<file path="src/rtl/matadj3_pkg.sv">
// matadj3_pkg
//   Shared types and constants for the sequential 3x3 adjugate/determinant
//   engine (matadj3_seq) and its cofactor index table (matadj3_idx_lut).
//
//   Contents:
//     state_t     - controller states IDLE -> COF -> DET -> OUT
//     COF_CYCLES  - cycles spent walking the nine cofactors (two each)
//     DET_CYCLES  - cycles spent accumulating the determinant
//     NUM_ELEMS   - element count of a 3x3 matrix
//     IDX_W       - width of a flat element index (0..8)
//     cof_sel_t   - operand/destination selection for one cofactor
//     elem_idx    - flat index of element (r,c), i.e. 3r+c
package matadj3_pkg;

    typedef enum logic [1:0] {
        IDLE,
        COF,
        DET,
        OUT
    } state_t;

    localparam int COF_CYCLES = 18;
    localparam int DET_CYCLES = 3;
    localparam int NUM_ELEMS  = 9;
    localparam int IDX_W      = 4;

    // One cofactor C(r,c) is a[r1][c1]*a[r2][c2] - a[r1][c2]*a[r2][c1],
    // negated when r+c is odd, and lands at adjugate element (c,r).
    typedef struct packed {
        logic [IDX_W-1:0] idxP0;
        logic [IDX_W-1:0] idxP1;
        logic [IDX_W-1:0] idxQ0;
        logic [IDX_W-1:0] idxQ1;
        logic [IDX_W-1:0] idxDst;
        logic             neg;
    } cof_sel_t;

    function automatic logic [IDX_W-1:0] elem_idx(input logic [1:0] r,
                                                   input logic [1:0] c);
        return IDX_W'(r) * IDX_W'(3) + IDX_W'(c);
    endfunction

endpackage

</file>
<file path="src/rtl/matadj3_idx_lut.sv">
// matadj3_idx_lut
//   Combinational table mapping a cofactor number k (0..8, row-major over
//   the 3x3 matrix) to the four element indices feeding the 2x2 minor,
//   the transposed destination index in the adjugate, and the sign bit.
//   Keeping this here leaves the sequencer datapath free of index math.
//
//   Ports:
//     k_i    input  [3:0]     cofactor number, r = k/3, c = k%3
//     sel_o  output cof_sel_t operand indices, destination index, sign
module matadj3_idx_lut
    import matadj3_pkg::*;
(
    input  logic [3:0] k_i,
    output cof_sel_t   sel_o
);

    logic [1:0] rowSel;
    logic [1:0] colSel;
    logic [1:0] rowLo;
    logic [1:0] rowHi;
    logic [1:0] colLo;
    logic [1:0] colHi;

    // Split the cofactor number into its row and column. Values above 8
    // never occur while cofactors are being walked; they fold to (0,0).
    always_comb begin
        rowSel = 2'd0;
        colSel = 2'd0;
        case (k_i)
            4'd0:    begin rowSel = 2'd0; colSel = 2'd0; end
            4'd1:    begin rowSel = 2'd0; colSel = 2'd1; end
            4'd2:    begin rowSel = 2'd0; colSel = 2'd2; end
            4'd3:    begin rowSel = 2'd1; colSel = 2'd0; end
            4'd4:    begin rowSel = 2'd1; colSel = 2'd1; end
            4'd5:    begin rowSel = 2'd1; colSel = 2'd2; end
            4'd6:    begin rowSel = 2'd2; colSel = 2'd0; end
            4'd7:    begin rowSel = 2'd2; colSel = 2'd1; end
            4'd8:    begin rowSel = 2'd2; colSel = 2'd2; end
            default: begin rowSel = 2'd0; colSel = 2'd0; end
        endcase
    end

    // The minor uses the two rows and two columns not crossed out,
    // kept in ascending order so the product pairing matches the
    // a[r1][c1]*a[r2][c2] - a[r1][c2]*a[r2][c1] form.
    always_comb begin
        rowLo = 2'd1;
        rowHi = 2'd2;
        colLo = 2'd1;
        colHi = 2'd2;
        case (rowSel)
            2'd0:    begin rowLo = 2'd1; rowHi = 2'd2; end
            2'd1:    begin rowLo = 2'd0; rowHi = 2'd2; end
            default: begin rowLo = 2'd0; rowHi = 2'd1; end
        endcase
        case (colSel)
            2'd0:    begin colLo = 2'd1; colHi = 2'd2; end
            2'd1:    begin colLo = 2'd0; colHi = 2'd2; end
            default: begin colLo = 2'd0; colHi = 2'd1; end
        endcase
    end

    // Assemble the flat indices; the destination is transposed because
    // the adjugate is the transpose of the cofactor matrix.
    always_comb begin
        sel_o.idxP0  = elem_idx(rowLo, colLo);
        sel_o.idxP1  = elem_idx(rowHi, colHi);
        sel_o.idxQ0  = elem_idx(rowLo, colHi);
        sel_o.idxQ1  = elem_idx(rowHi, colLo);
        sel_o.idxDst = elem_idx(colSel, rowSel);
        sel_o.neg    = rowSel[0] ^ colSel[0];
    end

endmodule

</file>
<file path="src/rtl/matadj3_seq.sv">
// matadj3_seq
//   Sequential 3x3 adjugate and determinant engine. A single DATA_WIDTH
//   multiplier is time-shared: 18 cycles walk the nine cofactors (two
//   products each), 3 cycles accumulate det = a00*C00 + a01*C01 + a02*C02,
//   then the result is presented with a valid/ready handshake. All
//   arithmetic is two's complement modulo 2^DATA_WIDTH; products are
//   truncated and wrap-around is silent.
//
//   Optional feature macro: MATADJ3_SINGULAR_EN
//     defined   - adds the singular output (det==0) and zeroes adj when set
//     undefined - no singular port, adj is presented unmodified
//
//   Ports:
//     clk        input   1      clock, rising edge
//     rst_n      input   1      synchronous active-low reset
//     in_valid   input   1      matrix a is valid
//     in_ready   output  1      block accepts a (high only in IDLE)
//     a          input   9*DW   element (r,c) at [(3r+c)*DW +: DW]
//     out_valid  output  1      adj/det are valid
//     out_ready  input   1      consumer accepts the result
//     adj        output  9*DW   adjugate, same packing as a
//     det        output  DW     determinant
//     singular   output  1      det==0 (only with MATADJ3_SINGULAR_EN)
module matadj3_seq
    import matadj3_pkg::*;
#(
    parameter int DATA_WIDTH  = 8,
    parameter int MATRIX_SIZE = 9
) (
    input  logic                              clk,
    input  logic                              rst_n,
    input  logic                              in_valid,
    output logic                              in_ready,
    input  logic [MATRIX_SIZE*DATA_WIDTH-1:0] a,
    output logic                              out_valid,
    input  logic                              out_ready,
    output logic [MATRIX_SIZE*DATA_WIDTH-1:0] adj,
    output logic [DATA_WIDTH-1:0]             det
`ifdef MATADJ3_SINGULAR_EN
    ,
    output logic                              singular
`endif
);

    localparam int CNT_W = 5;

    if (MATRIX_SIZE != NUM_ELEMS) begin : gSizeCheck
        $error("matadj3_seq: MATRIX_SIZE must be 9");
    end

    state_t                               state_q, state_d;
    logic [CNT_W-1:0]                     cnt_q, cnt_d;
    logic [NUM_ELEMS-1:0][DATA_WIDTH-1:0] mat_q, mat_d;
    logic [NUM_ELEMS-1:0][DATA_WIDTH-1:0] cof_q, cof_d;
    logic [NUM_ELEMS-1:0][DATA_WIDTH-1:0] adj_q, adj_d;
    logic [DATA_WIDTH-1:0]                part_q, part_d;
    logic [DATA_WIDTH-1:0]                acc_q, acc_d;
    logic [DATA_WIDTH-1:0]                det_q, det_d;
`ifdef MATADJ3_SINGULAR_EN
    logic                                 sing_q, sing_d;
`endif

    cof_sel_t              cofSel;
    logic [3:0]            cofK;
    logic [1:0]            detIdx;
    logic [DATA_WIDTH-1:0] mulA;
    logic [DATA_WIDTH-1:0] mulB;
    logic [DATA_WIDTH-1:0] prod;
    logic [DATA_WIDTH-1:0] minor;
    logic [DATA_WIDTH-1:0] cofVal;
    logic [DATA_WIDTH-1:0] detFinal;

    // Each cofactor occupies two counter steps, so the cofactor number is
    // the counter without its phase bit. During DET the low counter bits
    // pick which top-row term is being accumulated.
    assign cofK   = cnt_q[4:1];
    assign detIdx = cnt_q[1:0];

    matadj3_idx_lut uIdxLut (
        .k_i   (cofK),
        .sel_o (cofSel)
    );

    // Operand steering for the one shared multiplier. Phase 0 of a
    // cofactor forms the leading diagonal product, phase 1 the crossing
    // product; DET multiplies a0c by C0c, which sits at adj element (c,0).
    always_comb begin
        mulA = '0;
        mulB = '0;
        case (state_q)
            COF: begin
                if (!cnt_q[0]) begin
                    mulA = mat_q[cofSel.idxP0];
                    mulB = mat_q[cofSel.idxP1];
                end else begin
                    mulA = mat_q[cofSel.idxQ0];
                    mulB = mat_q[cofSel.idxQ1];
                end
            end
            DET: begin
                mulA = mat_q[elem_idx(2'd0, detIdx)];
                mulB = cof_q[elem_idx(detIdx, 2'd0)];
            end
            default: begin
                mulA = '0;
                mulB = '0;
            end
        endcase
    end

    // The product is deliberately kept at DATA_WIDTH bits; the upper half
    // never matters under modulo arithmetic.
    always_comb begin
        prod     = mulA * mulB;
        minor    = part_q - prod;
        cofVal   = cofSel.neg ? ('0 - minor) : minor;
        detFinal = acc_q + prod;
    end

    // Controller and datapath next-state. The input copy is taken on the
    // accepting edge so the source may change a afterwards. Results only
    // move to the output registers on entry to OUT, so the previous answer
    // stays visible while the next one is being computed.
    always_comb begin
        state_d = state_q;
        cnt_d   = cnt_q;
        mat_d   = mat_q;
        cof_d   = cof_q;
        adj_d   = adj_q;
        part_d  = part_q;
        acc_d   = acc_q;
        det_d   = det_q;
`ifdef MATADJ3_SINGULAR_EN
        sing_d  = sing_q;
`endif
        case (state_q)
            IDLE: begin
                if (in_valid) begin
                    mat_d   = a;
                    cnt_d   = '0;
                    state_d = COF;
                end
            end
            COF: begin
                if (!cnt_q[0]) begin
                    part_d = prod;
                end else begin
                    cof_d[cofSel.idxDst] = cofVal;
                end
                if (cnt_q == CNT_W'(COF_CYCLES - 1)) begin
                    cnt_d   = '0;
                    acc_d   = '0;
                    state_d = DET;
                end else begin
                    cnt_d = cnt_q + 1'b1;
                end
            end
            DET: begin
                acc_d = detFinal;
                if (cnt_q == CNT_W'(DET_CYCLES - 1)) begin
                    state_d = OUT;
                    det_d   = detFinal;
`ifdef MATADJ3_SINGULAR_EN
                    sing_d  = (detFinal == '0);
                    adj_d   = (detFinal == '0) ? '0 : cof_q;
`else
                    adj_d   = cof_q;
`endif
                end else begin
                    cnt_d = cnt_q + 1'b1;
                end
            end
            OUT: begin
                if (out_ready) begin
                    state_d = IDLE;
                end
            end
            default: begin
                state_d = IDLE;
            end
        endcase
    end

    // State and datapath registers. Reset wins over any computation in
    // flight and clears the presented result as well.
    always_ff @(posedge clk) begin
        if (!rst_n) begin
            state_q <= IDLE;
            cnt_q   <= '0;
            mat_q   <= '0;
            cof_q   <= '0;
            adj_q   <= '0;
            part_q  <= '0;
            acc_q   <= '0;
            det_q   <= '0;
`ifdef MATADJ3_SINGULAR_EN
            sing_q  <= 1'b0;
`endif
        end else begin
            state_q <= state_d;
            cnt_q   <= cnt_d;
            mat_q   <= mat_d;
            cof_q   <= cof_d;
            adj_q   <= adj_d;
            part_q  <= part_d;
            acc_q   <= acc_d;
            det_q   <= det_d;
`ifdef MATADJ3_SINGULAR_EN
            sing_q  <= sing_d;
`endif
        end
    end

    // Handshake flags come straight from the state; outputs are registers.
    always_comb begin
        in_ready  = (state_q == IDLE);
        out_valid = (state_q == OUT);
        adj       = adj_q;
        det       = det_q;
`ifdef MATADJ3_SINGULAR_EN
        singular  = sing_q;
`endif
    end

endmodule

</file>
<file path="config.mk">
export PLATFORM = sky130hd
export DESIGN_NAME = matadj3_seq
export DESIGN_NICKNAME = d
export VERILOG_FILES = /design/src/rtl/matadj3_pkg.sv /design/src/rtl/matadj3_idx_lut.sv /design/src/rtl/matadj3_seq.sv
export SDC_FILE = /design/constraint.sdc
export NUM_CORES = 1
export LEC_CHECK = 0
export CORE_MARGIN = 1.5
export CORE_UTILIZATION = 29
export CTS_CLUSTER_SIZE = 14
export DETAILED_ROUTE_END_ITERATION = 10
export PLACE_DENSITY = 0.58
export SLEW_MARGIN = 40
export SYNTH_ARGS = -nofsm -noshare
export SYNTH_HDL_FRONTEND = slang
export SYNTH_HIERARCHICAL = 1
export SYNTH_SLANG_ARGS = --single-unit
export TNS_END_PERCENT = 100
</file>
<file path="constraint.sdc">
create_clock -name clk -period 23.6 [get_ports clk]
set_input_delay 4.72 -clock clk [delete_from_list [all_inputs] [get_ports clk]]
set_output_delay 4.72 -clock clk [all_outputs]
set_load 0.05 [all_outputs]
</file>
==> qor.yml <==
tightest_slew_ps: 825
gr-total-overflow: 0
fin_crit_sh_pct: 38.5
clkTransAtPathRegs_ps: 60
worstPathRequired_ps: 24100
totalPowerFinal_mw: 1.18
cp_slowest_cell: "dfxtp_2"
endpoint_kind: "flop"
avgSynthCellArea_um2: 8.78
crit_path_frequent_cell: "ha_1"
cp-startpoint: "cnt_q[1]"
cts.sinks: 247
rsz0062_at_grt: "false"
drtAntennaViolNets: 0
relSlewSlack_pct: 44.8
cts_buffers: 26
postCtsHoldBufs: 0
regArea_um2: 4950
grt_use_met3_pct: 3.53
vias: 12100
place_congestion: 0.900
postCtsResizedCells: 0
outcome: "completed"
wirelength_um: 44500
drcViolationCount: 0
portBuffers: 157
drt-initial-drc-count: 1027
synthArstFlopShare_pct: 0
synth.yosys.seq_area_share_pct: 35.5
synth_top_area_share_pct: 35.5
path_depth: 31
critPathKind: "reg -> reg"
setup_violations: 0
crit_family: "adder cells"
clk_path_buf_depth: 3
grtUsageMet1_pct: 25.0
die-area_um2: 49400
synth_edf_count: 0
gr-usage-met2_pct: 27.7
hold_violations: 0
initial_utilization_pct: 29.3
worstPathArrival_ps: 9590
max_cap_viol_count: 0
finalWorstSetupSlack_ps: 14510
fin_tns_setup_ps: 0
critPathCapture: "cof_q[63]"
cp_num_buf_inv: 5
post_synth_main_area_contributors: "dfxtp_1 35%, mux4_2 12%, nand2_1 9.4%, a21oi_1 6.8%, ha_1 4.9%"
busiest_layer: "met2"
firstDrtPassIters: 5
die_w_um: 222
ys_ff_latch: 247
r2r_slack_ps: 14510
timing.hold.ws_ps: 453
area_delta_synth_final_pct: 22.0
fillers: 4801
antenna_found_initial: 0
critPathLaunchType: "flop"
place_ws_ps: 14610
mostFrequentLayoutCells: "346 x nand2_1, 246 x dfxtp_1, 189 x a21oi_1, 157 x clkdlybuf4s50_1, 109 x nor2_1"
p_leak_nw: 5.93
r2r-end: "cof_q[63]"
clk_latency_ps: 570
antennaDiodeCount: 0
utilization_pct: 35.8
hp-class: "reg -> reg"
syn_inst: 1587
powerDensity_nw_per_um2: 69.7
max_stage_delay_ps: 650
fin_nets: 1827
grt_pass1_wl_um: 70000
boundaryPins: 158
synthFlopType: "dfxtp_1"
r2r-start: "cnt_q[1]"
fp-row-count: 80
period_minus_slack_ps: 9090
hpwl_um: 32400
grt_usage_pct: 17.9
fmax_ghz: 0.110
path_max_fanout: 18
skew_ps: 26.1
core_area_um2: 47500
synthesis.area_um2: 13900
grt_max_degree: 93
synth_cell_type_count: 72
multi_input_area_um2: 8420
htreeDepth: 1
ys_warn_count: 6
clockRootBuffer: "clkbuf_16"
cts_tree: "yes"
postCtsSetupBuffers: 0
vias_per_cell: 5.21
final_common_cell: "nand2_1"
r2r_cells: 31
fp.dieH_um: 222
wl_per_cell_um: 19.2
yosysTopAreaCell: "dfxtp_1"
grt_pass1_vias: 12000
peakVddDrop_v: 0.0000516
drive_gt1_share_pct: 11.4
drv_slew: 0
## power breakdown
group	internal [mW]	switching, mW
clock	0.277	0.178
sequential	0.442	0.0408
combinational	0.0968	0.150
## state kept, by name, indices dropped and copies added, names as in the netlist
| signal | cells |
|---|---|
| acc_q | 8 |
| adj | 72 |
| mat_q | 72 |
| cof_q | 72 |
| det | 8 |
| part_q | 8 |
| state_q | 2 |
| cnt_q | 5 |
## Yosys cell counts (4+ instances only)
cell type,count
a2111oi_0,6
a211oi_1,68
a21o_1,6
a21oi_1,190
a221oi_1,4
a222oi_1,7
a22oi_1,8
and2_1,10
and3_1,6
buf_1,6
buf_2,14
buf_4,8
clkbuf_1,84
dfxtp_1,247
fa_1,16
ha_1,55
inv_1,47
mux2_2,13
mux2i_1,41
mux4_2,75
nand2_1,348
nand2b_1,24
nand3_1,8
nand3b_1,4
nor2_1,115
nor2b_1,20
nor3_1,15
o21a_1,6
o21ai_0,31
o21ai_1,11
or2_2,6
xnor2_1,17
xor2_1,8
## worst min-delay path: stages, from the launching register on
cell	delay (ps)
dfxtp_1	310
nand2_1	50
a21oi_1	50
## metrics by stage
stage	std cells	instance area (um^2)
floorplan	1588	13900
global placement	2267	16000
detailed placement	2267	16000
CTS	2315	17000
global route	2315	17000
finish	2315	17000
## worst min-delay path by stage
stage | start | depth (start not counted) | end
floorplan | acc_q[7] | 2 | acc_q[7]
global placement | adj[58] | 2 | adj[58]
detailed placement | adj[45] | 2 | adj[45]
CTS | adj[45] | 2 | adj[45]
global route | adj[32] | 2 | adj[32]
finish | adj[5] | 2 | adj[5]
## layer usage
layer | routed length [um] | up-vias
met5 | 0 | -
met4 | 1260 | 0
met3 | 2810 | 65
met2 | 19900 | 347
met1 | 20500 | 5891
li1 | - | 5762
## final cells by class
type / instances / share of cell area [%]
Inverter: 49 / 1.11
Clock inverter: 16 / 1.43
Multi-Input combinational cell: 1178 / 49.5
Tap cell: 615 / 4.53
Sequential cell: 247 / 29.1
Timing Repair Buffer: 178 / 10.2
Clock buffer: 32 / 4.14
## cell families after synthesis
kind of cell | after synthesis | synth area share [%]
other | 1 | 0.0269
buffers and inverters | 163 | 4.84
DFF | 247 | 35.5
muxes | 129 | 16.1
and+or+nand+nor | 573 | 17.5
AOI/OAI and AO/OA | 373 | 16.4
xor gates and xnor gates | 30 | 2.40
adders and majority gates | 71 | 7.24
Power figures use the tool's default switching activity.
